<file path="src/rtl/fixed_point_square.sv">
// Iterative shift-and-add squarer: signed Q16.16 operand in, unsigned Q32.32 square out.
// One partial product per cycle; fixed WIDTH-cycle latency with a level-held request/ready handshake.
module fixed_point_square #(
   parameter int unsigned WIDTH = 32,
   parameter int unsigned FRAC  = 16
) (
   input  logic                 Clock,
   input  logic                 Reset,
   input  logic [WIDTH-1:0]     Operand,
   input  logic                 iInputReady,
   output logic                 OutputReady,
   output logic [2*WIDTH-1:0]   Result
);

   localparam int unsigned RES_W = 2 * WIDTH;
   localparam int unsigned CNT_W = $clog2(WIDTH) + 1;

   // Result fraction bits are 2*FRAC; the arithmetic itself is format-agnostic.
   if (FRAC > WIDTH) begin : g_frac_check
      $error("fixed_point_square: FRAC must not exceed WIDTH");
   end

   typedef enum logic [1:0] {
      IDLE = 2'd0,
      LOOP = 2'd1,
      DONE = 2'd2
   } state_t;

   state_t             state, state_next;
   logic [RES_W-1:0]   acc, acc_next;
   logic [RES_W-1:0]   mcand, mcand_next;
   logic [WIDTH-1:0]   mplier, mplier_next;
   logic [CNT_W-1:0]   count, count_next;
   logic [RES_W-1:0]   result_next;
   logic               ready_next;
   logic [WIDTH-1:0]   mag;
   logic [RES_W-1:0]   sum;

   // State and datapath registers
   always_ff @(posedge Clock) begin
      if (Reset) begin
         state       <= IDLE;
         acc         <= '0;
         mcand       <= '0;
         mplier      <= '0;
         count       <= '0;
         Result      <= '0;
         OutputReady <= 1'b0;
      end else begin
         state       <= state_next;
         acc         <= acc_next;
         mcand       <= mcand_next;
         mplier      <= mplier_next;
         count       <= count_next;
         Result      <= result_next;
         OutputReady <= ready_next;
      end
   end

   // Next-state and datapath update
   always_comb begin
      state_next  = state;
      acc_next    = acc;
      mcand_next  = mcand;
      mplier_next = mplier;
      count_next  = count;
      result_next = Result;
      ready_next  = OutputReady;

      // Most-negative operand negates to itself, which is the correct unsigned magnitude.
      mag = Operand[WIDTH-1] ? (~Operand + WIDTH'(1)) : Operand;
      sum = mplier[0] ? (acc + mcand) : acc;

      case (state)
         IDLE: begin
            if (iInputReady) begin
               mcand_next  = {{WIDTH{1'b0}}, mag};
               mplier_next = mag;
               acc_next    = '0;
               count_next  = '0;
               state_next  = LOOP;
            end
         end
         LOOP: begin
            acc_next    = sum;
            mcand_next  = mcand << 1;
            mplier_next = mplier >> 1;
            count_next  = count + CNT_W'(1);
            if (count == CNT_W'(WIDTH - 1)) begin
               result_next = sum;
               ready_next  = 1'b1;
               state_next  = DONE;
            end
         end
         DONE: begin
            if (!iInputReady) begin
               ready_next = 1'b0;
               state_next = IDLE;
            end
         end
         default: begin
            state_next = IDLE;
         end
      endcase
   end

endmodule

</file>
<file path="config.mk">
export PLATFORM = sky130hd
export DESIGN_NAME = fixed_point_square
export DESIGN_NICKNAME = d
export VERILOG_FILES = /design/src/rtl/fixed_point_square.sv
export SDC_FILE = /design/constraint.sdc
export NUM_CORES = 1
export LEC_CHECK = 0
export ABC_CLOCK_PERIOD_IN_PS = 6200
export CAP_MARGIN = 0
export CELL_PAD_IN_SITES_DETAIL_PLACEMENT = 0
export CELL_PAD_IN_SITES_GLOBAL_PLACEMENT = 2
export CORE_MARGIN = 2
export CORE_UTILIZATION = 42
export DETAILED_ROUTE_END_ITERATION = 12
export DONT_BUFFER_PORTS = 1
export PLACE_DENSITY_LB_ADDON = 0.2
export SYNTH_ARGS = -nofsm -noshare
export SYNTH_HDL_FRONTEND = slang
export SYNTH_SLANG_ARGS = --single-unit
</file>
<file path="constraint.sdc">
create_clock -name Clock -period 6.2 [get_ports Clock]
set_input_delay 0.62 -clock Clock [delete_from_list [all_inputs] [get_ports Clock]]
set_output_delay 0.62 -clock Clock [all_outputs]
set_load 0.1 [all_outputs]
</file>
==> metrics.txt, run 1 <==
Max Cap Viol=0; clock root buffer=clkbuf_16; CP Class=register to register; Placement Rows=64; Resized cells post-CTS=0; Static Leak=5.349 nW; Area Growth Syn to Fin=8.394%; initial antenna violation count=0; Final Power=3.563 mW; Synth async-reset ratio=0%; synthesized cell area=12850 um^2; grt ovf=0; placer congestion estimate=0.8501; Worst Tran Pin Value=1.181 ns; WL/cell=19.94 um; Worst-Skew Late Latency=0.55 ns; Int Pwr=2.664 mW; most frequent cells in the layout=dfxtp_1 (232), nor2_1 (163), nand2_1 (138); layout cell share with drive strength beyond 1=6.301%; DR pass1 iterations=5; Final WS setup=roughly 2.2 ns; Ports=100; crit path DAT=4.46 ns; largest net degree at the start of global routing=108; net switching power=899.5 uW; hold bufs inserted after CTS=0; Final TNS setup=0 ns; Iteration-0 DRC Markers=roughly 640; Avg Cell Area, Syn=8.471 um^2; Initial Util=42.34%; Core Box Area=30350 um^2; n_diodes=0; YS warnings=0; hold_ws=0.1454 ns; Final Hold Fails=0; part of the power in registers=44.6%; FMAX=between 200 and 250 MHz; vias=between 10000 and 15000; Slew Limit Headroom=21.28%; total track usage=~23%; number of synthesized register bits=around 230; Longest Clk Path Bufs=3; Die Height=178.9 um; nets@finish=1541; Net Sw Frac=roughly 25%; Worst Clk Skew=between 0.02 and 0.025 ns; fin crit period=4.044 ns; clock sinks=233; EDFF count, synth=0; fin cells=1856; Mapped Nets=about 1600; Yosys cell types=73; pwr dens=255.8 nW/um^2; global-route wire length before repair=58930 um; RSZ-0062 raised after global routing=no; Final Max Tran Viols=0; highest net fanout along the worst path=4; Final Instance Area=13930 um^2; post-CTS setup buffers=0; Startpoint Class=register; setup slack, reg-to-reg=2.16 ns; Storage cell area=4666 um^2; Die Span X=178.9 um; Clk pwr share=47.2%; Worst Path Required=6.61 ns; final setup fails=0; Final ANT Viol Nets=0; DP Wirelength=between 20000 and 30000 um; Via density=5.950; Total Wirelength=between 30000 and 40000 um; DRC violations left=0; min-delay worst type=primary input to register; vias in the first global route=10700; Post-Synthesis Cells=~1500; H-tree depth=1; Post-Place Cell Area=13000 um^2; crit end category=register; ys flop type=dfxtp_1; CTS tree=done; fin crit share=65.22%; cell count after placement=between 1500 and 2000; clock buffer count from CTS=26; commonest non-fill, non-tap cell in the layout=dfxtp_1; PortBufs=0; dpl ws=2.152 ns; power share of the combinational group=8.2%; full die area=roughly 32000 um^2; fill count=3009; Final Util=a little under half; status=completed; CTS clk-pin slew, worst paths=0.06 ns; area of the multi-input gates=7681 um^2; Seq/Total Area, Yosys=36.30%; Max VDD drop=a little over 0.2 mV
path summary, 6_finish.rpt:
check,startpoint,end,depth (start not counted)
worst max register to register,mcand[0],Result[56],13
worst min register to register,mplier[31],mplier[31],2
worst max-delay path,mcand[0],Result[56],13
worst min-delay path,Reset,Result[52],1
layer usage:
metal | wire (um) | GRT usage, % | up-vias
li1 | - | - | 5496
met1 | 17660 | 31.79 | 5268
met2 | 17050 | 38.57 | 239
met3 | 1687 | 2.926 | 40
met4 | 605 | 4.844 | 0
met5 | 0 | 0 | -
Yosys cell counts (3+ instances only):
master	n	area, um^2
buf_1	14	52.55
o21ai_1	5	25.02
and2_1	4	25.02
or4_1	9	67.56
clkbuf_1	95	356.6
a21o_1	42	315.3
mux2i_1	24	240.2
a22oi_1	10	75.07
nand2_1	138	518.0
o2111ai_1	3	26.28
a31oi_1	22	137.6
o31ai_2	6	75.07
nor2_1	166	623.1
nor3_1	26	130.1
mux2_2	3	33.78
a2111oi_0	5	43.79
a31o_2	3	26.28
nor3b_1	4	30.03
buf_2	5	25.02
nand3_1	22	110.1
o21ai_0	69	345.3
a22o_1	47	411.6
or2_2	3	18.77
inv_1	24	90.09
o21bai_1	15	112.6
o31ai_1	14	105.1
or4_4	3	33.78
xnor2_1	33	289.0
a32o_1	3	30.03
nand2b_1	5	31.28
a221o_1	61	610.6
or3_1	12	75.07
dfxtp_1	233	4664
o21a_1	10	75.07
a211o_1	4	35.03
and3_1	3	18.77
xor2_1	48	420.4
nand3b_1	6	45.04
nor2b_1	10	62.56
a21oi_1	119	595.6
nand4_1	22	137.6
o211ai_1	10	75.07
a211oi_1	55	412.9
ha_1	65	813.3
state kept, by name, indices dropped and copies added, names as in the netlist:
signal	count
Result	64
acc	64
mcand	64
mplier	32
count	6
state	2
OutputReady	1
critical path, cell delays in order (launching register included):
cell	delay, ns
dfxtp_1	0.36
ha_1	0.20
inv_1	0.06
fa_1	0.37
and2b_1	0.24
o2111ai_1	0.13
a21oi_1	0.31
o2111ai_1	0.19
a211oi_1	0.34
o21ai_0	0.24
o21ai_0	0.65
a41oi_1	0.22
xor2_1	0.18
a2111oi_0	0.41
kinds of logic after synthesis:
logic type | after synthesis | share of synthesized area [%]
mux | 27 | 2.132
flops | 233 | 36.30
buf+inv | 138 | 4.080
compound gates | 527 | 29.62
xor+xnor | 81 | 5.521
fa+ha+maj | 66 | 6.485
simple gates | 445 | 15.86
power by group through the flow:
stage	clock network (mW)	logic [mW]	registers [mW]
after floorplan	0	0.234	1.60
after global placement	0	0.290	1.62
after detailed placement	0	0.291	1.62
after CTS	1.72	0.292	1.59
after global routing	1.78	0.321	1.59
final	1.68	0.292	1.59
area by class of cell:
| type | instances | area share [%] |
|---|---|---|
| Tap cell | 396 | 3.557 |
| Timing Repair Buffer | 9 | 0.4851 |
| Inverter | 24 | 0.6468 |
| Clock inverter | 16 | 1.608 |
| Multi-Input combinational cell | 1146 | 55.15 |
| Sequential cell | 233 | 33.50 |
| Clock buffer | 32 | 5.057 |
No activity file was read; power rests on OpenSTA's default activity.
==> run 2, diff against run 1 <==
- ABC_CLOCK_PERIOD_IN_PS: 6200 -> 4200
- CORE_UTILIZATION: 42 -> 39
- clock period: 6.2 -> 4.2 ns (I/O delays scaled with it)
==> metrics.txt, run 2 (synthesis results as in run 1) <==
status=completed; highest net fanout along the worst path=5; min-delay worst type=primary input to register; net switching power=between 1 and 1.5 mW; crit path DAT=4.23 ns; Final ANT Viol Nets=0; vias=11020; CTS clk-pin slew, worst paths=0.06 ns; Net Sw Frac=25.56%; Iteration-0 DRC Markers=658; clock root buffer=clkbuf_16; vias in the first global route=10850; total track usage=21.91%; Worst setup startpoint=mcand[0]; Placement Rows=66; Static Leak=between 5 and 6 nW; Worst-Skew Late Latency=0.54 ns; WL/cell=19.56 um; fin cells=1912; global-route wire length before repair=60130 um; R2R Path Start=mcand[0]; CTS tree=done; initial antenna violation count=0; commonest non-fill, non-tap cell in the layout=dfxtp_1; max incr delay on CP=approximately 0.40 ns; Int Pwr=between 3 and 4 mW; PortBufs=0; grt ovf=0; Worst Tran Pin Value=around 1.2 ns; n_diodes=0; DR pass1 iterations=7; Longest Clk Path Bufs=3; hold_ws=0.05420 ns; top flop regs=Result x64, acc x64, mcand x64; Crit-path slowest cell=a2111oi_0; DRC violations left=0; Via density=5.761; cell count after placement=1864; power share of the combinational group=8.7%; final setup fails=0; fill count=3244; layout cell share with drive strength beyond 1=7.143%; Critical Path Most Common Cell=o2111ai_1; part of the power in registers=44.6%; clock sinks=roughly 230; Die Span X=between 150 and 200 um; Die Height=185.5 um; Total Wirelength=37400 um; DP Wirelength=25940 um; fin crit share=90.73%; Slew Limit Headroom=between 20% and 30%; fin crit period=between 3 and 4 ns; nets@finish=1552; Core Box Area=32450 um^2; FMAX=262.4 MHz; placer congestion estimate=0.8327; Worst Path Required=4.62 ns; most frequent cells in the layout=dfxtp_1 (232), nor2_1 (164), nand2_1 (138); Ports=100; Final Hold Fails=0; pwr dens=371.8 nW/um^2; Max VDD drop=0.2757 mV; RSZ-0062 raised after global routing=no; CP Class=register to register; full die area=~34000 um^2; Clk pwr share=46.7%; worst hold start=iInputReady; Area Growth Syn to Fin=9.620%; Initial Util=39.59%; Max Cap Viol=0; Startpoint Class=register; Worst Clk Skew=0.01189 ns; H-tree depth=1; Final Max Tran Viols=0; crit end category=register; clock buffer count from CTS=26; crit-path cells=ha_1 > inv_1 > fa_1 > and2b_1 > o2111ai_1 > a21oi_1 > o2111ai_1 > a211oi_2 > o311ai_1 > and3_1 > o41ai_2 > xnor2_1 > a2111oi_0; largest net degree at the start of global routing=100; Final TNS setup=0 ns
run 2: timing repair:
item	4_1_cts	5_1_grt
buffers inserted	0	0
setup endpoints to repair	0	2
hold buffers	1	0
resized for setup	0	2
endpoints found under the hold margin	99	0
run 2: worst paths after layout:
path	to	slack, ns	cells after the start
max	Result[62]	0.39	13
min	state[1]	0.05	2
max reg2reg	Result[62]	0.39	13
min reg2reg	mplier[31]	0.46	2
run 2: per-stage QoR:
step,cell area [um^2],setup slack [ns],util (%),total power [mW]
3_5_place_dp,13130,0.3167,40.46,2.824
5_1_grt,14090,0.03341,43.40,5.465
4_1_cts,14080,0.2473,43.39,5.300
2_1_floorplan,12850,0.9753,-,2.705
6_report,14090,0.3895,43.40,5.238
3_3_place_gp,13130,0.4177,40.46,2.823
run 2: per-layer routing:
metal | up-vias | GRT usage [%] | wire length (um)
met3 | 31 | 3.228 | 1575
met5 | - | 0 | 0
li1 | 5503 | - | -
met4 | 0 | 4.667 | 602
met2 | 210 | 36.34 | 17090
met1 | 5271 | 30.11 | 18130
run 2: final cells by class:
class / count / area (um^2) / share of cell area [%]
clock buffers: 34 / 762.0 / 5.409
clock inverters: 13 / 161.4 / 1.146
repair buffers: 20 / 170.2 / 1.208
inverters: 24 / 90.09 / 0.6395
flip-flops and latches: 233 / 4666 / 33.12
multi-input cells: 1146 / 7684 / 54.55
well taps: 442 / 553.0 / 3.926
run 2: power by group through the flow:
stage / Combinational (mW) / Sequential [mW] / Clock (mW)
detailed placement: 0.440 / 2.38 / 0
global route: 0.508 / 2.34 / 2.61
floorplan: 0.345 / 2.36 / 0
finish: 0.458 / 2.34 / 2.44
global placement: 0.440 / 2.38 / 0
CTS: 0.462 / 2.33 / 2.50
run 2: worst max-delay path: cells and delay by family, from the launching register on:
family | cells | cell delay (ns)
compound gates | 7 | 2.07
fa+ha+maj | 2 | 0.58
simple gates | 2 | 0.50
flops | 1 | 0.35
xor+xnor | 1 | 0.11
buf+inv | 1 | 0.06
==> run 3, diff against run 2 <==
- ABC_CLOCK_PERIOD_IN_PS: 4200 -> 3800
- CORE_MARGIN: 2 -> 5
- clock period: 4.2 -> 3.8 ns (I/O delays scaled with it)
==> metrics.txt, run 3 (synthesis results as in run 1) <==
pwr dens=408.8 nW/um^2; power share of the combinational group=roughly 9%; Ports=100; Worst Tran Pin Value=around 1.1 ns; area of the multi-input gates=7697 um^2; largest delay contributor family on the critical path=compound AO/OA/AOI/OAI gates; vias=11050; Static Leak=5.526 nW; Int Pwr=4.380 mW; DR pass1 iterations=5; total track usage=20.56%; H-tree depth=1; Slew Limit Headroom=approximately 25%; global-route wire length before repair=around 61000 um; met2 usage=33.66%; GRT busiest layer=met2; crit path DAT=3.93 ns; clock sinks=233; Core Box Area=32540 um^2; crit end category=register; Final ANT Viol Nets=0; Clk pwr share=46.9%; Initial Util=39.49%; Die Height=around 190 um; clock buffer count from CTS=27; Worst Hold Path Cells=3; grt ovf=0; status=completed; DP Wirelength=27580 um; most frequent cells in the layout=dfxtp_1 (232), nor2_1 (164), nand2_1 (138); min-delay worst type=primary input to register; Longest Clk Path Bufs=3; Final Max Tran Viols=0; WL/cell=19.82 um; layout cell share with drive strength beyond 1=8.328%; Total Wirelength=roughly 38000 um; CTS tree=done; largest net degree at the start of global routing=106; placer congestion estimate=slightly below 0.9; CP Class=register to register; Worst Path Required=4.25 ns; Placement Rows=66; Area Growth Syn to Fin=11.14%; GRT met3 Usage=2.538%; nets@finish=approximately 1600; Net Sw Frac=24.98%; Max VDD drop=0.2874 mV; M1 GR Usage=between 20 and 30%; n_diodes=0; Max Cap Viol=0; Final TNS setup=0 ns; net switching power=1.458 mW; Storage cell area=4666 um^2; top flop regs=Result x64, acc x64, mcand x64; critical path depth in cells=14; initial antenna violation count=0; vias in the first global route=10960; fin crit share=between 90% and 100%; PortBufs=0; commonest non-fill, non-tap cell in the layout=dfxtp_1; fill count=3289; Iteration-0 DRC Markers=about 500; FMAX=287.2 MHz; CTS clk-pin slew, worst paths=0.06 ns; Worst-Skew Late Latency=0.54 ns; Final Hold Fails=0; Final Power=~5.8 mW; clock root buffer=clkbuf_16; RSZ-0062 raised after global routing=no; final setup fails=0; DRC violations left=0; highest net fanout along the worst path=4; CP Buf/Inv Count=2; part of the power in registers=44.3%; setup slack, reg-to-reg=0.32 ns; Startpoint Class=register; fin crit period=roughly 3.5 ns; crit-path cells=ha_1 > inv_1 > fa_1 > and2b_1 > o2111ai_1 > a21oi_2 > o2111ai_1 > buf_4 > a211oi_1 > o21ai_0 > a21oi_1 > nor3_1 > or3_1 > a211oi_1; Via density=5.720; full die area=approximately 37000 um^2; Crit-path slowest cell=fa_1; post-CTS setup buffers=0; Worst Clk Skew=0.01229 ns; Die Span X=191.5 um; max incr delay on CP=around 0.37 ns; R2R depth=14
## run 3: timing repair
item                                    in CTS  in global routing
endpoints found under the setup margin       0                  3
hold endpoints to repair                    99                  0
hold buffers                                 2                  0
resized for setup                            0                  5
## run 3: path summary, 6_finish.rpt
path / start / to
worst min register to register: mplier[31] / mplier[31]
worst min-delay path: Reset / acc[53]
worst max register to register: mcand[0] / Result[42]
worst max-delay path: mcand[0] / Result[42]
## run 3: area by class of cell
cell class              instances  share of cell area [%]
well taps                     442                   3.872
repair buffers                 37                   2.278
multi-input cells            1146                   53.90
clock buffers                  39                   5.677
flip-flops and latches        233                   32.67
inverters                      24                  0.6308
clock inverters                10                  0.9725
## run 3: power by group through the flow
stage / combinational (mW) / sequential (mW) / clock (mW)
after CTS: 0.520 / 2.58 / 2.81
after floorplan: 0.381 / 2.61 / 0
after global routing: 0.564 / 2.59 / 2.92
after detailed placement: 0.493 / 2.64 / 0
final: 0.514 / 2.58 / 2.74
after global placement: 0.492 / 2.64 / 0
## run 3: worst register-to-register path, cell delays in order (launching register included)
cell       delay, ns
dfxtp_1         0.36
ha_1            0.20
inv_1           0.06
fa_1            0.37
and2b_1         0.24
o2111ai_1       0.15
a21oi_2         0.24
o2111ai_1       0.19
buf_4           0.21
a211oi_1        0.27
o21ai_0         0.16
a21oi_1         0.31
nor3_1          0.10
or3_1           0.33
a211oi_1        0.19
## run 3: per-layer routing
metal / wire length [um] / vias up / part of all wire [%]
met2: 17350 / 219 / 45
met5: 0 / - / 0
met4: 795 / 0 / 2.1
met3: 1647 / 52 / 4.3
met1: 18480 / 5236 / 48
li1: - / 5538 / -
## run 3: through the flow
step                hold WS [ns]  area [um^2]  instances  setup WS (ns)  util (%)
CTS                      0.02225        14260       1931         0.1242     43.84
detailed placement        0.4465        13280       1880         0.1309     40.80
global placement          0.4471        13280       1880         0.2978     40.80
global route             0.04175        14280       1931       0.006509     43.89
finish                   0.05245        14280       1931         0.3181     43.89
floorplan                 0.4365        12850       1517         0.5753         -
